===== src/rtl/bus_pkg.sv =====
// bus_pkg
// Shared bus types and FSM state encoding for the wait-state decoder and
// for the CPU and peripheral models that drive it.
//   bus_addr_t  : CPU address word
//   bus_data_t  : CPU data word
//   bus_state_t : access-sequencing FSM state
package bus_pkg;

   localparam int BUS_ADDR_W  = 16;
   localparam int BUS_DATA_W  = 8;
   localparam int WAIT_CNT_W  = 4;   // holds wait counts 0..15
   localparam int TMO_CNT_W   = 8;   // holds timeout counts up to 254

   typedef logic [BUS_ADDR_W-1:0] bus_addr_t;
   typedef logic [BUS_DATA_W-1:0] bus_data_t;

   typedef enum logic [1:0] {
      ST_IDLE = 2'd0,
      ST_WAIT = 2'd1,
      ST_EXT  = 2'd2,
      ST_DONE = 2'd3
   } bus_state_t;

   // Down-counter preload for a wait count; zero waits never loads.
   function automatic logic [WAIT_CNT_W-1:0] wait_preload(input logic [WAIT_CNT_W-1:0] waits);
      return (waits == '0) ? '0 : waits - 1'b1;
   endfunction

endpackage


===== src/rtl/bus_wait_decoder_if.sv =====
// bus_wait_decoder_if
// CPU-side bus and peripheral handshake seen by the wait-state decoder.
//   slave  : decoder side (takes strobes/address/wait, drives enables/wait/timeout)
//   master : CPU/peripheral model side
// Signals:
//   mreq_n, iorq_n, rd_n, wr_n : CPU strobes, active low
//   addr                       : CPU address
//   periph_wait_n              : wired-AND peripheral wait, active low
//   clr_timeout                : one-cycle clear of the sticky timeout flag
//   periph_en_n[1:0]           : per-region enables, active low
//   buswait_n                  : wait request to CPU, active low
//   timeout                    : sticky forced-termination flag
interface bus_wait_decoder_if #(
   parameter int ADDR_WIDTH = 16
);
   logic                  mreq_n;
   logic                  iorq_n;
   logic                  rd_n;
   logic                  wr_n;
   logic [ADDR_WIDTH-1:0] addr;
   logic                  periph_wait_n;
   logic                  clr_timeout;
   logic [1:0]            periph_en_n;
   logic                  buswait_n;
   logic                  timeout;

   modport slave (
      input  mreq_n, iorq_n, rd_n, wr_n, addr, periph_wait_n, clr_timeout,
      output periph_en_n, buswait_n, timeout
   );

   modport master (
      output mreq_n, iorq_n, rd_n, wr_n, addr, periph_wait_n, clr_timeout,
      input  periph_en_n, buswait_n, timeout
   );
endinterface


===== src/rtl/bus_wait_counter.sv =====
// bus_wait_counter
// Loadable down-counter with terminal-count (zero) flag for inserted waits.
//   clk, reset : clock, synchronous active-high reset
//   load       : load count with load_val (wins over dec)
//   load_val   : preload value
//   dec        : decrement; holds at zero
//   count      : current value
//   zero       : count == 0
module bus_wait_counter
   import bus_pkg::*;
(
   input  logic                  clk,
   input  logic                  reset,
   input  logic                  load,
   input  logic [WAIT_CNT_W-1:0] load_val,
   input  logic                  dec,
   output logic [WAIT_CNT_W-1:0] count,
   output logic                  zero
);

   always_ff @(posedge clk) begin
      if (reset) begin
         count <= '0;
      end else if (load) begin
         count <= load_val;
      end else if (dec && !zero) begin
         count <= count - 1'b1;
      end
   end

   assign zero = (count == '0);

endmodule


===== src/rtl/bus_wait_decoder.sv =====
// bus_wait_decoder
// Decodes the CPU address into two peripheral regions, inserts a fixed
// number of wait states per region, then passes the peripheral wait through
// with a timeout that force-terminates a stuck peripheral.
//   clk   : single clock
//   reset : synchronous, active high
//   bus   : bus_wait_decoder_if.slave (strobes, address, waits, enables, timeout)
//
// state | meaning
// ------+---------------------------------------------------------------
// IDLE  | no access; waits for a start after mreq_n has been seen high
// WAIT  | inserting fixed region wait states, buswait_n low
// EXT   | peripheral owns buswait_n; timeout counter running
// DONE  | access finished, buswait_n high until mreq_n is released
module bus_wait_decoder
   import bus_pkg::*;
#(
   parameter int ADDR_WIDTH = 16,
   parameter int WAIT0      = 2,
   parameter int WAIT1      = 0,
   parameter int TIMEOUT    = 16
) (
   input  logic                   clk,
   input  logic                   reset,
   bus_wait_decoder_if.slave      bus
);

   localparam logic [WAIT_CNT_W-1:0] WAIT0_V  = WAIT_CNT_W'(WAIT0);
   localparam logic [WAIT_CNT_W-1:0] WAIT1_V  = WAIT_CNT_W'(WAIT1);
   // The timeout timer counts down from TIMEOUT-1; reaching zero while the
   // peripheral still holds wait marks the forced-termination cycle.
   localparam logic [TMO_CNT_W-1:0]  TMO_LOAD = TMO_CNT_W'(TIMEOUT - 1);

   bus_state_t            state_q, state_d;
   logic                  armed_q;
   logic                  start;
   logic                  region;
   logic [WAIT_CNT_W-1:0] wait_sel;

   logic                  wcnt_load, wcnt_dec, wcnt_zero;
   logic [WAIT_CNT_W-1:0] wcnt_ld_val, wcnt_count;

   logic [TMO_CNT_W-1:0]  tmo_cnt_q;
   logic                  tmo_load, tmo_dec, tmo_zero, tmo_set;
   logic                  timeout_q;
   logic                  buswait_n_c;

   // iorq_n and the low address bits are not decoded here.
   logic unused_ok;
   assign unused_ok = &{1'b0, bus.iorq_n, bus.addr[ADDR_WIDTH-2:0], wcnt_count};

   assign region = bus.addr[ADDR_WIDTH-1];

   // Enables are pure decode so they follow mreq_n/addr even during reset.
   assign bus.periph_en_n[0] = ~(~bus.mreq_n & ~region);
   assign bus.periph_en_n[1] = ~(~bus.mreq_n &  region);

   assign wait_sel = region ? WAIT1_V : WAIT0_V;

   // A start needs a prior IDLE cycle with mreq_n high, so an access that
   // ends (or aborts) cannot immediately retrigger on the same mreq_n.
   assign start = (state_q == ST_IDLE) && armed_q && !bus.mreq_n &&
                  (!bus.rd_n || !bus.wr_n);

   bus_wait_counter u_wait_cnt (
      .clk      (clk),
      .reset    (reset),
      .load     (wcnt_load),
      .load_val (wcnt_ld_val),
      .dec      (wcnt_dec),
      .count    (wcnt_count),
      .zero     (wcnt_zero)
   );

   assign tmo_zero = (tmo_cnt_q == '0);

   always_ff @(posedge clk) begin
      if (reset) begin
         state_q   <= ST_IDLE;
         armed_q   <= 1'b0;
         tmo_cnt_q <= '0;
         timeout_q <= 1'b0;
      end else begin
         state_q <= state_d;

         if (start) begin
            armed_q <= 1'b0;
         end else if (state_q == ST_IDLE && bus.mreq_n) begin
            armed_q <= 1'b1;
         end

         if (tmo_load) begin
            tmo_cnt_q <= TMO_LOAD;
         end else if (tmo_dec && !tmo_zero) begin
            tmo_cnt_q <= tmo_cnt_q - 1'b1;
         end

         // A set in the same cycle as a clear must not be lost.
         if (tmo_set) begin
            timeout_q <= 1'b1;
         end else if (bus.clr_timeout) begin
            timeout_q <= 1'b0;
         end
      end
   end

   always_comb begin
      state_d     = state_q;
      wcnt_load   = 1'b0;
      wcnt_ld_val = '0;
      wcnt_dec    = 1'b0;
      tmo_load    = 1'b0;
      tmo_dec     = 1'b0;
      tmo_set     = 1'b0;
      buswait_n_c = 1'b1;

      case (state_q)
         ST_IDLE: begin
            if (start) begin
               if (wait_sel != '0) begin
                  state_d     = ST_WAIT;
                  wcnt_load   = 1'b1;
                  wcnt_ld_val = wait_preload(wait_sel);
               end else begin
                  state_d  = ST_EXT;
                  tmo_load = 1'b1;
               end
            end
         end

         ST_WAIT: begin
            if (bus.mreq_n) begin
               state_d = ST_IDLE;
            end else begin
               buswait_n_c = 1'b0;
               if (wcnt_zero) begin
                  state_d  = ST_EXT;
                  tmo_load = 1'b1;
               end else begin
                  wcnt_dec = 1'b1;
               end
            end
         end

         ST_EXT: begin
            if (bus.mreq_n) begin
               state_d = ST_IDLE;
            end else if (bus.periph_wait_n) begin
               state_d = ST_DONE;
            end else if (tmo_zero) begin
               // Stuck peripheral: release the CPU this cycle, flag it.
               state_d = ST_DONE;
               tmo_set = 1'b1;
            end else begin
               buswait_n_c = 1'b0;
               tmo_dec     = 1'b1;
            end
         end

         ST_DONE: begin
            if (bus.mreq_n) begin
               state_d = ST_IDLE;
            end
         end

         default: begin
            state_d = ST_IDLE;
         end
      endcase
   end

   assign bus.buswait_n = buswait_n_c;
   assign bus.timeout   = timeout_q;

endmodule

===== src/flat_wrapper.sv =====
// flat-port wrapper written by rule: the top's interface ports become plain ports
module bus_wait_decoder_flat import bus_pkg::*;
#(
   parameter int ADDR_WIDTH = 16,
   parameter int WAIT0      = 2,
   parameter int WAIT1      = 0,
   parameter int TIMEOUT    = 16
)
  (clk, reset, bus_mreq_n, bus_iorq_n, bus_rd_n, bus_wr_n, bus_addr, bus_periph_wait_n, bus_clr_timeout, bus_periph_en_n, bus_buswait_n, bus_timeout);
  bus_wait_decoder_if #(.ADDR_WIDTH(ADDR_WIDTH)) bus_i ();
  input  logic clk;
  input  logic reset;
  input wire logic [$bits(bus_i.mreq_n)-1:0] bus_mreq_n;
  input wire logic [$bits(bus_i.iorq_n)-1:0] bus_iorq_n;
  input wire logic [$bits(bus_i.rd_n)-1:0] bus_rd_n;
  input wire logic [$bits(bus_i.wr_n)-1:0] bus_wr_n;
  input wire logic [$bits(bus_i.addr)-1:0] bus_addr;
  input wire logic [$bits(bus_i.periph_wait_n)-1:0] bus_periph_wait_n;
  input wire logic [$bits(bus_i.clr_timeout)-1:0] bus_clr_timeout;
  output wire logic [$bits(bus_i.periph_en_n)-1:0] bus_periph_en_n;
  output wire logic [$bits(bus_i.buswait_n)-1:0] bus_buswait_n;
  output wire logic [$bits(bus_i.timeout)-1:0] bus_timeout;
  assign bus_i.mreq_n = bus_mreq_n;
  assign bus_i.iorq_n = bus_iorq_n;
  assign bus_i.rd_n = bus_rd_n;
  assign bus_i.wr_n = bus_wr_n;
  assign bus_i.addr = bus_addr;
  assign bus_i.periph_wait_n = bus_periph_wait_n;
  assign bus_i.clr_timeout = bus_clr_timeout;
  assign bus_periph_en_n = bus_i.periph_en_n;
  assign bus_buswait_n = bus_i.buswait_n;
  assign bus_timeout = bus_i.timeout;
  bus_wait_decoder #(.ADDR_WIDTH(ADDR_WIDTH), .WAIT0(WAIT0), .WAIT1(WAIT1), .TIMEOUT(TIMEOUT)) u_core (.clk(clk), .reset(reset), .bus(bus_i));
endmodule

===== config.mk =====
export PLATFORM = sky130hd
export DESIGN_NAME = bus_wait_decoder_flat
export DESIGN_NICKNAME = d
export VERILOG_FILES = /design/src/rtl/bus_pkg.sv /design/src/rtl/bus_wait_decoder_if.sv /design/src/rtl/bus_wait_counter.sv /design/src/rtl/bus_wait_decoder.sv /design/src/flat_wrapper.sv
export SDC_FILE = /design/constraint.sdc
export NUM_CORES = 1
export LEC_CHECK = 0
export BUFFER_PORTS_ARGS = -buffer_cell sky130_fd_sc_hd__buf_4
export CELL_PAD_IN_SITES_DETAIL_PLACEMENT = 1
export CELL_PAD_IN_SITES_GLOBAL_PLACEMENT = 2
export CORE_ASPECT_RATIO = 1.25
export CORE_MARGIN = 4
export CORE_UTILIZATION = 29
export DETAILED_ROUTE_END_ITERATION = 12
export PLACE_DENSITY = 0.76
export SYNTH_ARGS = -nofsm -noshare
export SYNTH_HDL_FRONTEND = slang
export SYNTH_SLANG_ARGS = --single-unit

===== constraint.sdc =====
create_clock -name clk -period 2.3 [get_ports clk]
set_input_delay 0 -clock clk [delete_from_list [all_inputs] [get_ports clk]]
set_output_delay 0 -clock clk [all_outputs]
set_load 0.05 [all_outputs]

==> results of run 1 <==
[state kept, by name, summed over array words and instances (netlist names)]
register	flops
u_core.armed_q	1
u_core.state_q	2
u_core.bus.timeout	1
u_core.tmo_cnt_q	8
u_core.u_wait_cnt.count	4
[path summary, 6_finish.rpt]
path	end	slack [ns]	cells after the start
setup / recovery	u_core.state_q[0]$_SDFFE_PP0P_	0.18	6
hold / removal	u_core.tmo_cnt_q[2]$_SDFFE_PP0P_	0.05	2
setup reg to reg	u_core.state_q[0]$_SDFFE_PP0P_	0.18	6
hold reg to reg	u_core.armed_q$_SDFFE_PP0P_	0.50	2
[synthesized netlist by cell type (all sizes together)]
cell / number
clkbuf: 2
and3: 1
xnor2: 2
inv: 7
or3: 1
a22oi: 2
and2: 1
nand4: 2
or3b: 2
nand4b: 1
nor2b: 6
a211oi: 2
dfxtp: 16
o211ai: 2
a21boi: 1
o22ai: 1
a21oi: 9
nor3: 8
or4b: 2
a22o: 1
nand3: 3
o21ai: 2
nand2: 5
mux2: 2
xor2: 6
nor3b: 2
nor2: 11
nor4: 1
or2: 1
nand2b: 1
o21a: 1
a21o: 1
ha: 6
mux2i: 2
[metal layers]
layer  track usage  wire [microns]  vias to the layer above
met5             0               0                        -
met4        0.0369              17                        0
met3        0.0177              44                        2
met2         0.225            1260                        9
met1         0.127            1010                      405
li1              -               -                      425
[worst max-delay path, delay by kind of cell (launching register included)]
family | cells | cell delay, ns
multiplexers | 1 | 0.33
buffers and inverters | 1 | 0.07
AO/OA/AOI/OAI | 2 | 0.52
AND/OR/NAND/NOR | 1 | 0.52
adder cells (fa/ha/maj) | 1 | 0.21
flip-flops | 1 | 0.35
[cells by family after synthesis]
kind of cell / after synthesis
buffers and inverters: 9
muxes: 4
DFF: 16
adders and majority gates: 6
AOI/OAI and AO/OA: 22
and+or+nand+nor: 48
xor gates and xnor gates: 8
[final cells by class]
| class | instances | area [sq um] |
|---|---|---|
| Tap cell | 37 | 46.3 |
| Timing Repair Buffer | 12 | 90.1 |
| Inverter | 7 | 26.3 |
| Fill cell | 395 | 2060 |
| Clock buffer | 4 | 55.1 |
| Multi-Input combinational cell | 88 | 626 |
| Sequential cell | 16 | 320 |
[cell usage in the layout, fill, tap and decap left out, types with 5 or more instances in the layout]
| cell type | netlist | routed |
|---|---|---|
| a21oi_1 | 9 | 9 |
| ha_1 | 6 | 6 |
| nor2b_1 | 6 | 6 |
| dfxtp_1 | 16 | 16 |
| buf_4 | 0 | 12 |
| nor3_1 | 8 | 8 |
| nand2_1 | 5 | 5 |
| inv_1 | 7 | 7 |
| nor2_1 | 11 | 11 |
| xor2_1 | 6 | 6 |
[metrics by stage]
step / setup WS, ns / area [sq um] / std cells / util
finish: 0.184 / 1160 / 164 / 0.361
global route: 0.0797 / 1160 / 164 / 0.361
CTS: 0.167 / 1160 / 164 / 0.361
detailed placement: 0.185 / 1110 / 160 / 0.344
global placement: 0.203 / 1110 / 160 / 0.344
floorplan: 0.296 / 980 / 113 / -
[power by group]
part           switching (W)  internal [W]
sequential         0.0000375      0.000316
combinational       0.000281      0.000209
clock              0.0000941      0.000152
==> results.json, run 1 <==
{
  "cts-resized-gates": 0,
  "yosysTopAreaCellShare": 0.327,
  "synth_compound_area_frac": 0.161,
  "power.density_nw_per_um2": 936,
  "setup_tns_ns": 0,
  "drc": 0,
  "period_share": 0.920,
  "worst_pin_slew_ns": 0.444,
  "clkSlewWorstSetupHoldPaths_ns": 0.06,
  "wl_microns": 2330,
  "max_cap_viol_count": 0,
  "clock_skew_ns": 0.00117,
  "fp.dieArea_sq_um": 4380,
  "drt_iter0_drc": 4,
  "irDropWorstVdd_v": 0.000518,
  "synth_top_family_by_area": "simple AND/OR/NAND/NOR gates",
  "holdWs_ns": 0.0520,
  "max_freq_mhz": 473,
  "post_cts_buffers": 0,
  "post_route_cells_drive_above_1_share": 0.197,
  "leakagePower_nw": 0.474,
  "seq_area_frac_synth": 0.327,
  "syn_nets": 143,
  "critical_path.startpoint": "u_core.tmo_cnt_q[0]$_SDFFE_PP0P_",
  "routabilityCongestion": 0.732,
  "synthAdderAreaFrac": 0.0766,
  "layout_min_cycle_time_ns": 2.12,
  "synthToLayoutAreaGrowth_pct": 18.8,
  "synth-xor-area-share": 0.0715,
  "overflow": 0,
  "maxSlewViolCount": 0,
  "slew_headroom": 0.704,
  "crit_required_ns": 2.43,
  "synthCells": 113,
  "finalHoldViolCount": 0,
  "antenna_found_initial": 0,
  "h-tree-depth": 1,
  "first_pass_iters": 2,
  "min-delay-start": "reset",
  "ctsHoldBuffers": 0,
  "diodes": 0,
  "yosys.area.top_type": "dfxtp_1",
  "dp_hpwl_microns": 1880,
  "cts_tree": "yes",
  "r2r_start": "u_core.tmo_cnt_q[0]$_SDFFE_PP0P_",
  "total_power_w": 0.00109,
  "cp-start-kind": "flop",
  "status": "finished clean",
  "synth_seq_cells": 16,
  "finalSetupViolCount": 0,
  "crit_chain": "inv_1 -> ha_1 -> or4b_4 -> o21a_4 -> a211oi_4 -> mux2_4",
  "ios": 28,
  "crit_type": "reg2reg",
  "crit_path_max_fanout": 5,
  "wl_per_cell_microns": 14.2,
  "grt_pass1_vias": 862,
  "initial_core_util": 0.304,
  "critPathCaptureType": "flop",
  "postRouteAntennaNets": 0,
  "die_w_microns": 60.0,
  "hold_class": "in2reg",
  "portBuffers": 11,
  "die_h_microns": 73.0,
  "grt_pass1_wl_microns": 3910,
  "fin_nets": 158,
  "max_stage_delay_ns": 0.52,
  "root_buffer": "clkbuf_8",
  "yosysWarnings": 0,
  "coreArea_sq_um": 3220,
  "synth_area_leaders": "dfxtp_1 33%, ha_1 7.7%, xor2_1 5.4%, a21oi_1 4.6%, nor2_1 4.2%",
  "grt_max_degree": 17,
  "worstSkewPairLatency_ns": 0.24,
  "yosys.area_share.simple": 0.278,
  "cts_buffers": 3,
  "cp_slowest_cell": "or4b_4",
  "clockBufferDepth": 2,
  "yosysUniqueCellTypes": 38,
  "avgSynthCellArea_sq_um": 8.67,
  "clock_sinks": 16,
  "synthMuxAreaShare": 0.0511,
  "via_per_inst": 5.13,
  "grt_usage": 0.118,
  "rsz0062_at_grt": "no",
  "syn_area_sq_um": 980,
  "routed-via-count": 841,
  "arrival_ns": 2.25,
  "rows": 23
}
(Power assumes the default switching activity.)
==> run 2, diff against run 1 <==
- CELL_PAD_IN_SITES_GLOBAL_PLACEMENT: 2 -> 1
- CORE_UTILIZATION: 29 -> 37
- PLACE_DENSITY: 0.76 -> 0.86
==> run 2 against run 1 <==
Effect of this change:
- core utilization rose by 10 points
- power fell by 4.6%
- sequential share of layout area rose by 0.33 points
- critical endpoint unchanged
==> results.json, run 2 (same netlist as run 1, synthesis figures left out) <==
{
  "power.density_nw_per_um2": 903,
  "first_pass_iters": 4,
  "diodes": 0,
  "root_buffer": "clkbuf_4",
  "post_cts_buffers": 0,
  "rsz0062_at_grt": "no",
  "top_register": "u_core.tmo_cnt_q",
  "crit_type": "reg2reg",
  "critPathCaptureType": "flop",
  "ios": 28,
  "clock_sinks": 16,
  "portBuffers": 11,
  "post_route_cells_drive_above_1_share": 0.195,
  "coreArea_sq_um": 2480,
  "maxSlewViolCount": 0,
  "final_common_cell": "dfxtp_1",
  "worst_pin_slew_ns": 0.456,
  "total_power_w": 0.00104,
  "hold_class": "in2reg",
  "initial_core_util": 0.395,
  "antenna_found_initial": 0,
  "synthToLayoutAreaGrowth_pct": 17.4,
  "wl_per_cell_microns": 13.8,
  "via_per_inst": 5.30,
  "final_cell_mix": "16 x dfxtp_1, 12 x buf_4, 11 x nor2_1",
  "max_stage_delay_ns": 0.52,
  "drc": 0,
  "worstSkewPairLatency_ns": 0.29,
  "status": "finished clean",
  "cp_slowest_cell": "or4b_4",
  "die_w_microns": 54.0,
  "cp-start-kind": "flop",
  "crit_required_ns": 2.48,
  "fp.dieArea_sq_um": 3540,
  "final_cell_area_sq_um": 1150,
  "grt_usage": 0.151,
  "largestRegisters": "u_core.tmo_cnt_q: 8 flops, u_core.u_wait_cnt.count: 4 flops, u_core.state_q: 2 flops",
  "finalSetupViolCount": 0,
  "wl_microns": 2230,
  "finalHoldViolCount": 0,
  "clock_skew_ns": 0.00626,
  "max_cap_viol_count": 0,
  "dpl_cell_area_sq_um": 1100,
  "layout_setup_ws_ns": 0.184,
  "overflow": 0,
  "cts_tree": "yes",
  "regToRegSetupSlack_ns": 0.18,
  "place_ws_ns": 0.198,
  "fillers": 303,
  "crit_chain": "inv_1 -> ha_1 -> or4b_4 -> o21a_4 -> a211oi_4 -> mux2_4",
  "cts-resized-gates": 0,
  "period_share": 0.920,
  "cts_buffers": 3,
  "grt_pass1_vias": 926,
  "max_freq_mhz": 473,
  "dp_hpwl_microns": 1760,
  "routabilityCongestion": 0.806,
  "die_h_microns": 65.5,
  "leakagePower_nw": 0.471,
  "irDropWorstVdd_v": 0.000644,
  "layout_min_cycle_time_ns": 2.12,
  "clkSlewWorstSetupHoldPaths_ns": 0.09,
  "crit_path_max_fanout": 5,
  "routed-via-count": 854,
  "drt_iter0_drc": 8,
  "clockBufferDepth": 2,
  "grt_pass1_wl_microns": 4060,
  "arrival_ns": 2.30,
  "postRouteAntennaNets": 0,
  "slew_headroom": 0.696,
  "fin_nets": 159,
  "setup_tns_ns": 0,
  "largest_reg_flops": 8,
  "rows": 20,
  "grt_max_degree": 17,
  "h-tree-depth": 1
}
==> run 2: power by group <==
| group | leakage, nW | internal (W) | total (W) | switching [W] |
|---|---|---|---|---|
| logic | 0.320 | 0.000211 | 0.000495 | 0.000284 |
| registers | 0.130 | 0.000316 | 0.000355 | 0.0000391 |
| clock network | 0.0210 | 0.0000965 | 0.000189 | 0.0000929 |
| total | 0.471 | 0.000623 | 0.00104 | 0.000416 |
==> run 2: worst paths after layout <==
check | startpoint | endpoint | depth (start not counted)
worst max register to register | u_core.tmo_cnt_q[0]$_SDFFE_PP0P_ | u_core.state_q[0]$_SDFFE_PP0P_ | 6
worst min register to register | u_core.armed_q$_SDFFE_PP0P_ | u_core.armed_q$_SDFFE_PP0P_ | 2
worst min-delay path | bus_clr_timeout | u_core.bus.timeout$_SDFFE_PP0P_ | 4
worst max-delay path | u_core.tmo_cnt_q[0]$_SDFFE_PP0P_ | u_core.state_q[0]$_SDFFE_PP0P_ | 6
==> run 2: area by class of cell <==
class	instances	area, sq um	share of cell area
Clock buffer	4	36.3	0.0316
Multi-Input combinational cell	88	626	0.544
Sequential cell	16	320	0.279
Inverter	7	26.3	0.0229
Tap cell	33	41.3	0.0359
Timing Repair Buffer	13	100	0.0871
==> run 2: what timing repair did <==
action,CTS,global route
hold buffers,1,0
endpoints found under the hold margin,2,0
setup endpoints to repair,0,0
==> run 2: worst max-delay path: cells and delay by family, from the launching register on <==
| family | cells | cell delay (ns) |
|---|---|---|
| muxes | 1 | 0.33 |
| and+or+nand+nor | 1 | 0.52 |
| adders and majority gates | 1 | 0.19 |
| AOI/OAI and AO/OA | 2 | 0.55 |
| DFF | 1 | 0.36 |
| buffers and inverters | 1 | 0.07 |
==> run 2: stage by stage <==
stage	hold slack, ns	std cells	utilization
2_1_floorplan	0.0793	113	-
3_3_place_gp	0.302	156	0.445
3_5_place_dp	0.307	156	0.445
4_1_cts	0.00358	161	0.464
5_1_grt	0.0523	161	0.464
6_report	0.00434	161	0.464
==> run 2: metal layers <==
| metal | part of all wire | vias up | global-route usage | wire length [microns] |
|---|---|---|---|---|
| li1 | - | 430 | - | - |
| met1 | 0.43 | 407 | 0.179 | 965 |
| met2 | 0.53 | 12 | 0.270 | 1170 |
| met3 | 0.021 | 5 | 0.0136 | 47 |
| met4 | 0.020 | 0 | 0.0592 | 44 |
| met5 | 0 | - | 0 | 0 |
